$ cat config.mk
export PLATFORM = sky130hd
export DESIGN_NAME = aes_shift_mix_columns
export DESIGN_NICKNAME = d
export VERILOG_FILES = /design/src/rtl/aes_shift_mix_columns.sv
export SDC_FILE = /design/constraint.sdc
export NUM_CORES = 1
export LEC_CHECK = 0
export CORE_MARGIN = 4
export CORE_UTILIZATION = 51
export CTS_BUF_LIST = sky130_fd_sc_hd__clkbuf_16
export DETAILED_ROUTE_END_ITERATION = 6
export PLACE_DENSITY_LB_ADDON = 0.05
export SYNTH_ARGS = -nofsm -noshare
export SYNTH_HDL_FRONTEND = slang
export SYNTH_SLANG_ARGS = --single-unit
$ cat constraint.sdc
create_clock -name clk -period 3.95 [get_ports clk]
set_input_delay 0.79 -clock clk [delete_from_list [all_inputs] [get_ports clk]]
set_output_delay 0.79 -clock clk [all_outputs]
set_load 0.02 [all_outputs]
$ cat src/rtl/aes_shift_mix_columns.sv
// Iterative AES ShiftRows + MixColumns stage, one output column per clock.
// Sits between SubBytes and AddRoundKey; in_last selects the final-round
// form (ShiftRows only). Valid/ready handshake on both sides.
//
// Ports:
//   clk, rst_n  clock, asynchronous active-low reset
//   in_state    128-bit state, byte i = in_state[8i+7:8i] at row i%4, col i/4
//   in_last     final round: bypass MixColumns
//   in_valid    input block valid
//   in_ready    stage accepts a block this cycle (combinational)
//   out_state   result state, same byte mapping as in_state
//   out_valid   out_state valid
//   out_ready   downstream accepts out_state
module aes_shift_mix_columns #(
  parameter int unsigned COLS = 4
) (
  input  logic         clk,
  input  logic         rst_n,
  input  logic [127:0] in_state,
  input  logic         in_last,
  input  logic         in_valid,
  output logic         in_ready,
  output logic [127:0] out_state,
  output logic         out_valid,
  input  logic         out_ready
);

  localparam int unsigned STATE_W = 32 * COLS;
  localparam int unsigned CNT_W   = $clog2(COLS);
  localparam logic [CNT_W-1:0] CNT_LAST = CNT_W'(COLS - 1);

  typedef enum logic [1:0] {
    IDLE = 2'd0,
    BUSY = 2'd1,
    DONE = 2'd2
  } state_t;

  state_t             state;
  state_t             state_next;
  logic               accept;
  logic [STATE_W-1:0] cap_state;
  logic               cap_last;
  logic [CNT_W-1:0]   cnt;

  logic [7:0]  s0, s1, s2, s3;
  logic [7:0]  x0, x1, x2, x3;
  logic [31:0] col_out;

  // Multiply by 2 in GF(2^8) modulo x^8+x^4+x^3+x+1.
  function automatic logic [7:0] xtime(input logic [7:0] b);
    return {b[6:0], 1'b0} ^ (b[7] ? 8'h1B : 8'h00);
  endfunction

  // Byte at (row, col) of a state vector.
  function automatic logic [7:0] get_byte(input logic [STATE_W-1:0] st,
                                          input logic [CNT_W-1:0]   col,
                                          input logic [1:0]         row);
    return st[8 * {col, row} +: 8];
  endfunction

  // State register.
  always_ff @(posedge clk or negedge rst_n) begin
    if (!rst_n) begin
      state <= IDLE;
    end else begin
      state <= state_next;
    end
  end

  // Next-state and handshake decode.
  always_comb begin
    state_next = state;
    in_ready   = 1'b0;
    case (state)
      IDLE: begin
        in_ready = 1'b1;
        if (in_valid) state_next = BUSY;
      end
      BUSY: begin
        if (cnt == CNT_LAST) state_next = DONE;
      end
      DONE: begin
        in_ready = out_ready;
        if (out_ready) state_next = in_valid ? BUSY : IDLE;
      end
      default: state_next = IDLE;
    endcase
    accept = in_valid & in_ready;
  end

  // ShiftRows gather for column cnt: row r comes from column cnt+r.
  always_comb begin
    s0 = get_byte(cap_state, cnt,                2'd0);
    s1 = get_byte(cap_state, cnt + CNT_W'(1),    2'd1);
    s2 = get_byte(cap_state, cnt + CNT_W'(2),    2'd2);
    s3 = get_byte(cap_state, cnt + CNT_W'(3),    2'd3);
    x0 = xtime(s0);
    x1 = xtime(s1);
    x2 = xtime(s2);
    x3 = xtime(s3);
    col_out = {s3, s2, s1, s0};
    if (!cap_last) begin
      col_out[7:0]   = x0 ^ (x1 ^ s1) ^ s2 ^ s3;
      col_out[15:8]  = s0 ^ x1 ^ (x2 ^ s2) ^ s3;
      col_out[23:16] = s0 ^ s1 ^ x2 ^ (x3 ^ s3);
      col_out[31:24] = (x0 ^ s0) ^ s1 ^ s2 ^ x3;
    end
  end

  // Input capture, column counter and result assembly.
  always_ff @(posedge clk or negedge rst_n) begin
    if (!rst_n) begin
      cap_state <= '0;
      cap_last  <= 1'b0;
      cnt       <= '0;
      out_state <= '0;
      out_valid <= 1'b0;
    end else begin
      if (accept) begin
        cap_state <= in_state;
        cap_last  <= in_last;
        cnt       <= '0;
      end else if (state == BUSY) begin
        cnt <= cnt + CNT_W'(1);
      end
      if (state == BUSY) begin
        out_state[32 * cnt +: 32] <= col_out;
      end
      out_valid <= (state_next == DONE);
    end
  end

endmodule

==> results of run 1 <==
## layout make-up
cell class | count | area [sq um]
clock buffer | 29 | 726
multi-input combinational | 565 | 5230
antenna | 1 | 2.50
tap | 319 | 399
timing repair buffer | 284 | 2860
clock inverter | 21 | 134
inverter | 3 | 11.3
sequential | 262 | 6560
fill | 1783 | 7690
## path summary, 6_finish.rpt
path	start	end	cells past startpoint
setup / recovery	cnt[0]	out_state[4]	8
hold / removal	rst_n	cap_state[48]	1
setup reg to reg	cnt[0]	out_state[4]	8
hold reg to reg	cap_state[78]	cap_state[78]	1
max in group asynchronous	rst_n	out_state[6]	2
min in group clk	cap_state[78]	cap_state[78]	1
## logic make-up after synthesis
logic type / share of synthesized area
flip-flops: 0.533
AO/OA/AOI/OAI: 0.132
multiplexers: 0.177
XOR/XNOR: 0.0983
buffers and inverters: 0.0422
AND/OR/NAND/NOR: 0.0113
adder cells (fa/ha/maj): 0.00610
## placed cells by master, fill, tap and decap left out, drive strengths merged
master | Yosys | routed
mux4 | 32 | 32
or3 | 1 | 1
dfrtp | 262 | 262
nor2b | 2 | 2
nand2b | 2 | 2
xnor2 | 86 | 86
or4 | 1 | 1
inv | 3 | 13
and3 | 1 | 1
a21oi | 3 | 3
nor4bb | 2 | 2
ha | 6 | 6
o21ai | 130 | 130
a22oi | 128 | 128
nor2 | 5 | 5
xor3 | 1 | 1
xor2 | 24 | 24
nor3 | 1 | 1
bufinv | 0 | 2
mux2 | 129 | 129
and4 | 1 | 1
clkdlybuf4s50 | 0 | 261
clkinv | 0 | 9
clkbuf | 42 | 29
and2 | 1 | 1
buf | 51 | 23
diode | 0 | 1
nand2 | 8 | 8
nand3 | 1 | 1
## per-layer routing
metal / vias up / global-route usage
li1: 3815 / -
met2: 423 / 0.410
met5: - / 0
met1: 4383 / 0.370
met3: 91 / 0.0590
met4: 6 / 0.0865
## flip-flops by register name, indices dropped and copies added (netlist names)
name / count
cap_last: 1
cap_state: 128
cnt: 2
out_state: 128
out_valid: 1
state: 2
## per-stage QoR
stage	util	instances	cell area (sq um)
2_1_floorplan	-	923	12300
3_3_place_gp	0.638	1433	15100
4_1_cts	0.674	1483	15900
5_1_grt	0.674	1483	15900
6_report	0.674	1484	15900
3_5_place_dp	0.638	1433	15100
==> impl_metrics.py, run 1 <==
metrics = {
    "outcome": {
        "outcome": "finished clean",
    },
    "sta": {
        "fmax_mhz": 319,
        "timing_hold_violations_final": 0,
        "slew_violations": 0,
        "timing.final.crit_period_ns": 3.13,
        "relSlewSlack": 0.409,
        "hold_ws_ns": 0.337,
        "finalSetupTns_ns": 0,
        "rsz0062_at_grt": "false",
        "tightest_slew_ns": 0.887,
        "fin_ws_ns": 0.817,
        "setup_violations": 0,
        "skew_ns": 0.0119,
        "fin_crit_sh": 0.793,
    },
    "detailed_routing": {
        "dr_wl_met3_mm": 3.08,
        "wl_met1_mm": 14.5,
        "wl_met2_mm": 16.2,
        "drc": 0,
        "top_layer_used": "met5",
        "viasPerCell": 5.87,
        "dr_total_vias": 8718,
        "wl_per_cell_um": 23.6,
        "drtAntennaViolNets": 0,
        "drt-initial-drc-count": 734,
        "dr.pass1.iters": 7,
        "wirelength_mm": 35.0,
    },
    "synth": {
        "synthFlopType": "dfrtp_1",
        "synth_cells": 923,
        "syn_area_sq_um": 12300,
        "avgSynthCellArea_sq_um": 13.3,
        "synth_commonest_cells": "dfrtp_1, mux2_2, a22oi_1",
        "yosys_register_bits": 262,
        "synth_edf_count": 0,
        "synth-async-reset-ratio": 1.00,
        "synth.distinct_cells": 34,
        "synth_most_common_cell": "dfrtp_1",
        "syn_nets": 1062,
        "yosys.area.top_type": "dfrtp_1",
        "synth_top_area_share": 0.533,
        "ys_top_cells_by_area": "dfrtp_1, mux2_2, a22oi_1, mux4_2, xnor2_1",
        "yosysWarnings": 0,
        "ys_seq_area_frac": 0.533,
    },
    "critical_path": {
        "critPathArrivalTime_ns": 3.54,
        "cpMaxStageDelayCell": "ha_1",
        "cp.required_ns": 4.35,
        "start_kind": "flip-flop",
        "cp_common_cell": "xnor2_1",
        "slowest_delay_ns": 0.80,
        "rrSetupSlack_ns": 0.82,
        "end_kind": "flip-flop",
        "crit_path_cell_trace": "inv_1, ha_1, buf_4, mux4_2, xnor2_2, xnor2_1, xnor2_1, o21ai_1",
        "crit_buf_inv": 2,
        "crit_family": "XOR/XNOR gates",
        "critPathMaxFanout": 17,
        "path_class": "reg -> reg",
    },
    "cts": {
        "htree_num_levels": 1,
        "cts_inserted_buffers": 28,
        "ctsResizeCount": 0,
        "clock_latency_ns": 0.54,
        "cts_buffer_depth": 3,
        "clk_pin_slew_ns": 0.06,
        "cts_tree": "done",
        "cts.sinks": 262,
        "root_buffer": "clkbuf_16",
        "post_cts_buffers": 0,
        "hold_buffers": 0,
    },
    "layout": {
        "drive_gt1_frac": 0.209,
        "area_growth_pct": 29.4,
        "nets": 1283,
    },
    "floorplan": {
        "initial_core_util": 0.521,
        "core_region_area_sq_um": 23600,
        "die_width_um": 163,
        "ios": 263,
        "rows": 56,
        "die_area_sq_um": 26700,
        "die_y_um": 163,
    },
    "flow_run": {
        "drv_cap": 0,
    },
    "placement": {
        "port_buffers": 262,
        "dp_slack_ns": 0.789,
        "place_congestion": 0.815,
        "dp_hpwl_mm": 24.0,
    },
    "global_routing": {
        "grt.overflow.total": 0,
        "grt_pass1_wl_mm": 53.7,
        "grt_max_degree": 116,
        "antenna_found_initial": 3,
        "first_global_vias": 8885,
        "globalRouteTotalUtil": 0.263,
    },
    "hold_path": {
        "hp-class": "in -> async",
    },
}
Power of run 1 is not shown: default switching activity piles up to over one toggle a cycle in this logic, so the estimate is an artifact.
==> run 2, diff against run 1 <==
--- a/config.mk
+++ b/config.mk
@@ -6,7 +6,7 @@
 export NUM_CORES = 1
 export LEC_CHECK = 0
 export CORE_MARGIN = 4
-export CORE_UTILIZATION = 51
+export CORE_UTILIZATION = 46
 export CTS_BUF_LIST = sky130_fd_sc_hd__clkbuf_16
 export DETAILED_ROUTE_END_ITERATION = 6
 export PLACE_DENSITY_LB_ADDON = 0.05
==> constraint.sdc (replaced) <==
create_clock -name clk -period 2.7 [get_ports clk]
set_input_delay 0.54 -clock clk [delete_from_list [all_inputs] [get_ports clk]]
set_output_delay 0.54 -clock clk [all_outputs]
set_load 0.02 [all_outputs]
==> run 2 against run 1 <==
  * Die area is 10% higher
  * Count of clock-buffer cells in the layout decreased by 2
  * Largest cell class unchanged
  * Register-to-register slack lost 0.68 ns
  * Sequential share of layout area shrank 1.0 points
  * Critical endpoint is now out_state[9]
  * Utilization shrank 5.1 points
  * Non-clock buffer count rose by 32
  * Clock skew grew 0.0075 ns
  * Worst setup slack got worse by 0.68 ns
  * Wire length grew 5.3%
  * Flip-flop and latch count unchanged
  * Cell area increased by 2.5%
  * Highest routed layer unchanged
  * The run now ends with hold timing left
  * Via count increased by 1.9%
==> impl_metrics.py, run 2 (synthesized netlist as in run 1, its figures left out) <==
metrics = {
    "floorplan": {
        "die_y_um": 172,
        "core_region_area_sq_um": 26200,
        "die_width_um": 172,
        "rows": 59,
        "ios": 263,
        "die_area_sq_um": 29400,
        "initial_core_util": 0.469,
    },
    "sta": {
        "timing.final.crit_period_ns": 2.56,
        "setup_violations": 0,
        "fin_crit_sh": 0.949,
        "slew_violations": 0,
        "hold_ws_ns": -0.0251,
        "finalSetupTns_ns": 0,
        "skew_ns": 0.0194,
        "timing_hold_violations_final": 11,
        "rsz0062_at_grt": "true",
        "relSlewSlack": 0.557,
        "fmax_mhz": 390,
        "tightest_slew_ns": 0.664,
    },
    "layout": {
        "nets": 1314,
        "fillerInstances": 2069,
        "seqCellArea_sq_um": 6560,
        "final_cell_mix": "dfrtp_1, clkdlybuf4s50_1, mux2_2",
        "drive_gt1_frac": 0.243,
        "area_growth_pct": 32.7,
        "reg_top3": "cap_state x128, out_state x128",
        "multi_input_area_sq_um": 5350,
    },
    "flow_run": {
        "drv_cap": 0,
    },
    "detailed_routing": {
        "drtAntennaViolNets": 0,
        "viasPerCell": 5.81,
        "wirelength_mm": 36.9,
        "drc": 0,
        "drt-initial-drc-count": 875,
        "dr.pass1.iters": 5,
        "dr_total_vias": 8882,
        "wl_per_cell_um": 24.1,
    },
    "cts": {
        "clock_latency_ns": 0.54,
        "cts_tree": "done",
        "root_buffer": "clkbuf_16",
        "hold_buffers": 0,
        "ctsResizeCount": 0,
        "clk_pin_slew_ns": 0.06,
        "cts_inserted_buffers": 27,
        "post_cts_buffers": 0,
        "cts.sinks": 262,
        "cts_buffer_depth": 3,
        "htree_num_levels": 1,
    },
    "global_routing": {
        "busiest_layer": "met2",
        "grt_pass1_wl_mm": 55.2,
        "first_global_vias": 8929,
        "grt.overflow.total": 0,
        "grt_max_degree": 77,
        "use_met3": 0.0494,
        "antenna_found_initial": 3,
        "globalRouteTotalUtil": 0.246,
        "use_met2": 0.392,
        "grtUsageMet1": 0.343,
    },
    "hold_path": {
        "hp-class": "in -> async",
    },
    "placement": {
        "place_congestion": 0.817,
        "dp_hpwl_mm": 25.8,
        "port_buffers": 262,
    },
    "critical_path": {
        "path_class": "reg -> reg",
        "critPathArrivalTime_ns": 2.96,
        "start_kind": "flip-flop",
        "end_kind": "flip-flop",
        "critPathMaxFanout": 15,
        "cp.required_ns": 3.10,
    },
    "outcome": {
        "violations": "hold timing",
        "outcome": "finished with violations",
    },
}
## run 2: worst paths after layout
path,slack [ns],end,start,depth (start not counted)
min in group clk,0.50,cap_state[78],cap_state[78],1
worst min register to register,0.50,cap_state[78],cap_state[78],1
worst min-delay path,-0.03,out_state[85],rst_n,1
max in group asynchronous,1.96,cap_state[68],rst_n,2
worst max register to register,0.14,out_state[9],cnt[0],8
worst max-delay path,0.14,out_state[9],cnt[0],8
## run 2: layout make-up
class / count / share of cell area
antenna: 1 / 0.000153
clock buffer: 27 / 0.0414
clock inverter: 20 / 0.00583
inverter: 3 / 0.000690
multi-input combinational: 565 / 0.328
sequential: 262 / 0.402
tap: 335 / 0.0257
timing repair buffer: 316 / 0.197
## run 2: per-layer routing
metal | wire length, um | share of wire
met5 | 36 | 0.00098
met4 | 1130 | 0.031
met3 | 2740 | 0.074
met2 | 17600 | 0.48
met1 | 15400 | 0.42
## run 2: stage by stage
step | std cells | hold WS [ns] | setup WS [ns] | cell area [sq um] | util
after global placement | 1481 | 0.486 | 0.117 | 15400 | 0.589
after global routing | 1528 | 0.0251 | -0.0340 | 16300 | 0.623
after detailed placement | 1481 | 0.491 | 0.0579 | 15400 | 0.589
after CTS | 1528 | 0.00154 | 0.0545 | 16200 | 0.619
final | 1529 | -0.0251 | 0.138 | 16300 | 0.623
after floorplan | 923 | 0.244 | 0.00761 | 12300 | -
## run 2: critical path, stage by stage (launching register included)
cell	delay [ns]
dfrtp_2	0.38
inv_1	0.06
ha_1	0.33
buf_12	0.17
mux4_2	0.47
xor2_2	0.24
xnor2_2	0.19
xnor2_1	0.42
o21ai_0	0.17
Power of run 2 is left out for the same reason.
==> run 3, diff against run 2 <==
--- a/config.mk
+++ b/config.mk
@@ -6,10 +6,11 @@
 export NUM_CORES = 1
 export LEC_CHECK = 0
 export CORE_MARGIN = 4
-export CORE_UTILIZATION = 46
-export CTS_BUF_LIST = sky130_fd_sc_hd__clkbuf_16
+export CORE_UTILIZATION = 48
+export CTS_BUF_LIST = sky130_fd_sc_hd__clkbuf_8
 export DETAILED_ROUTE_END_ITERATION = 6
 export PLACE_DENSITY_LB_ADDON = 0.05
+export SETUP_SLACK_MARGIN = 0.1
 export SYNTH_ARGS = -nofsm -noshare
 export SYNTH_HDL_FRONTEND = slang
 export SYNTH_SLANG_ARGS = --single-unit
==> run 3 against run 2 <==
  * The run now ends clean
  * Via count hardly changed
  * Hold slack improved by 0.52 ns
  * First-iteration DRC count shrank 10%
  * Critical path type unchanged
==> impl_metrics.py, run 3 (synthesized netlist as in run 1, its figures left out) <==
metrics = {
    "detailed_routing": {
        "wirelength_mm": 36.5,
        "viasPerCell": 5.73,
        "drtAntennaViolNets": 0,
        "wl_per_cell_um": 23.5,
        "drc": 0,
        "drt-initial-drc-count": 785,
        "dr_total_vias": 8876,
        "dr.pass1.iters": 5,
    },
    "floorplan": {
        "die_area_sq_um": 28200,
        "die_width_um": 168,
        "die_y_um": 168,
        "rows": 58,
        "ios": 263,
        "initial_core_util": 0.488,
        "core_region_area_sq_um": 25200,
    },
    "placement": {
        "port_buffers": 262,
        "dp_hpwl_mm": 25.3,
        "place_congestion": 0.863,
        "dp_slack_ns": 0.0808,
    },
    "layout": {
        "n_antenna_cell": 0,
        "nets": 1333,
        "area_growth_pct": 34.0,
        "final_cell_mix": "dfrtp_1, clkdlybuf4s50_1, mux2_2",
        "reg_top3": "cap_state x128, out_state x128",
        "final_common_cell": "dfrtp_1",
        "drive_gt1_frac": 0.268,
    },
    "cts": {
        "clock_latency_ns": 0.54,
        "cts_buffer_depth": 3,
        "cts_inserted_buffers": 44,
        "root_buffer": "clkbuf_8",
        "clk_pin_slew_ns": 0.06,
        "htree_num_levels": 2,
        "cts.sinks": 262,
        "cts_tree": "done",
    },
    "outcome": {
        "outcome": "finished clean",
    },
    "sta": {
        "finalSetupTns_ns": 0,
        "tightest_slew_ns": 0.504,
        "slew_violations": 0,
        "setup_violations": 0,
        "fmax_mhz": 399,
        "fin_crit_sh": 0.928,
        "timing.final.crit_period_ns": 2.51,
        "relSlewSlack": 0.664,
        "timing_hold_violations_final": 0,
        "skew_ns": 0.0149,
        "fin_ws_ns": 0.195,
        "rsz0062_at_grt": "true",
    },
    "global_routing": {
        "globalRouteTotalUtil": 0.254,
        "first_global_vias": 9232,
        "antenna_found_initial": 1,
        "grt_pass1_wl_mm": 55.9,
        "grt.overflow.total": 0,
        "grt_max_degree": 83,
    },
    "critical_path": {
        "critPathMaxFanout": 10,
        "end_kind": "flip-flop",
        "critPathArrivalTime_ns": 2.90,
        "start_kind": "flip-flop",
        "cp.required_ns": 3.10,
        "path_class": "reg -> reg",
    },
    "hold_path": {
        "hp-class": "reg -> reg",
    },
    "flow_run": {
        "drv_cap": 0,
    },
}
## run 3: changes by cell type in the layout (fill, tap and decap cells not counted), moves of 2 or more
cell	change
clkbuf_8	+56
buf_4	+4
xnor2_2	+6
clkinv_2	-2
xnor2_1	-7
clkinv_1	-8
xor2_4	+2
clkinvlp_4	-3
inv_1	+9
clkbuf_16	-27
buf_12	-3
xor2_1	-3
## run 3: metrics by stage
step           hold WS, ns  std cells  cell area [sq um]  utilization
5_1_grt              0.515       1550              16500        0.654
3_3_place_gp         0.485       1466              15400        0.610
3_5_place_dp         0.488       1466              15400        0.610
2_1_floorplan        0.244        923              12400            -
6_report             0.499       1550              16500        0.654
4_1_cts              0.506       1541              16200        0.644
## run 3: repair_timing
| item | in CTS | in global routing |
|---|---|---|
| hold buffers | 1 | 0 |
| hold endpoints to repair | 48 | 0 |
| pin swaps | 0 | 2 |
| gates resized for setup | 2 | 24 |
| buffers inserted | 2 | 9 |
| setup endpoints to repair | 10 | 98 |
## run 3: final cells by class
type	instances	area, sq um
sequential	262	6560
multi-input combinational	565	5480
timing repair buffer	318	3190
clock buffer	56	771
fill	1979	8700
inverter	3	11.3
clock inverter	16	61.3
tap	330	413
## run 3: metal layers
layer	share of wire	routed length, um	GRT usage	vias to the layer above
met5	0.00052	19	0	-
met4	0.022	797	0.0628	2
met3	0.080	2910	0.0535	59
met2	0.48	17600	0.408	424
met1	0.42	15200	0.359	4489
li1	-	-	-	3902
## run 3: path summary, 6_finish.rpt
kind                                from             to  slack [ns]  cells after the start
max                               cnt[0]  out_state[78]        0.19                      8
min                        cap_state[21]  cap_state[21]        0.50                      1
max reg2reg                       cnt[0]  out_state[78]        0.19                      8
min reg2reg                cap_state[21]  cap_state[21]        0.50                      1
max in group asynchronous          rst_n  out_state[55]        1.39                      3
min in group asynchronous          rst_n  out_state[70]        0.51                      2
## run 3: worst max-delay path: stages (launching register included)
cell,delay (ns)
dfrtp_2,0.40
inv_2,0.08
ha_4,0.28
buf_4,0.19
mux4_2,0.42
xor2_2,0.30
xor2_1,0.29
xnor2_1,0.24
o21ai_0,0.16
Power of run 3 is left out for the same reason.
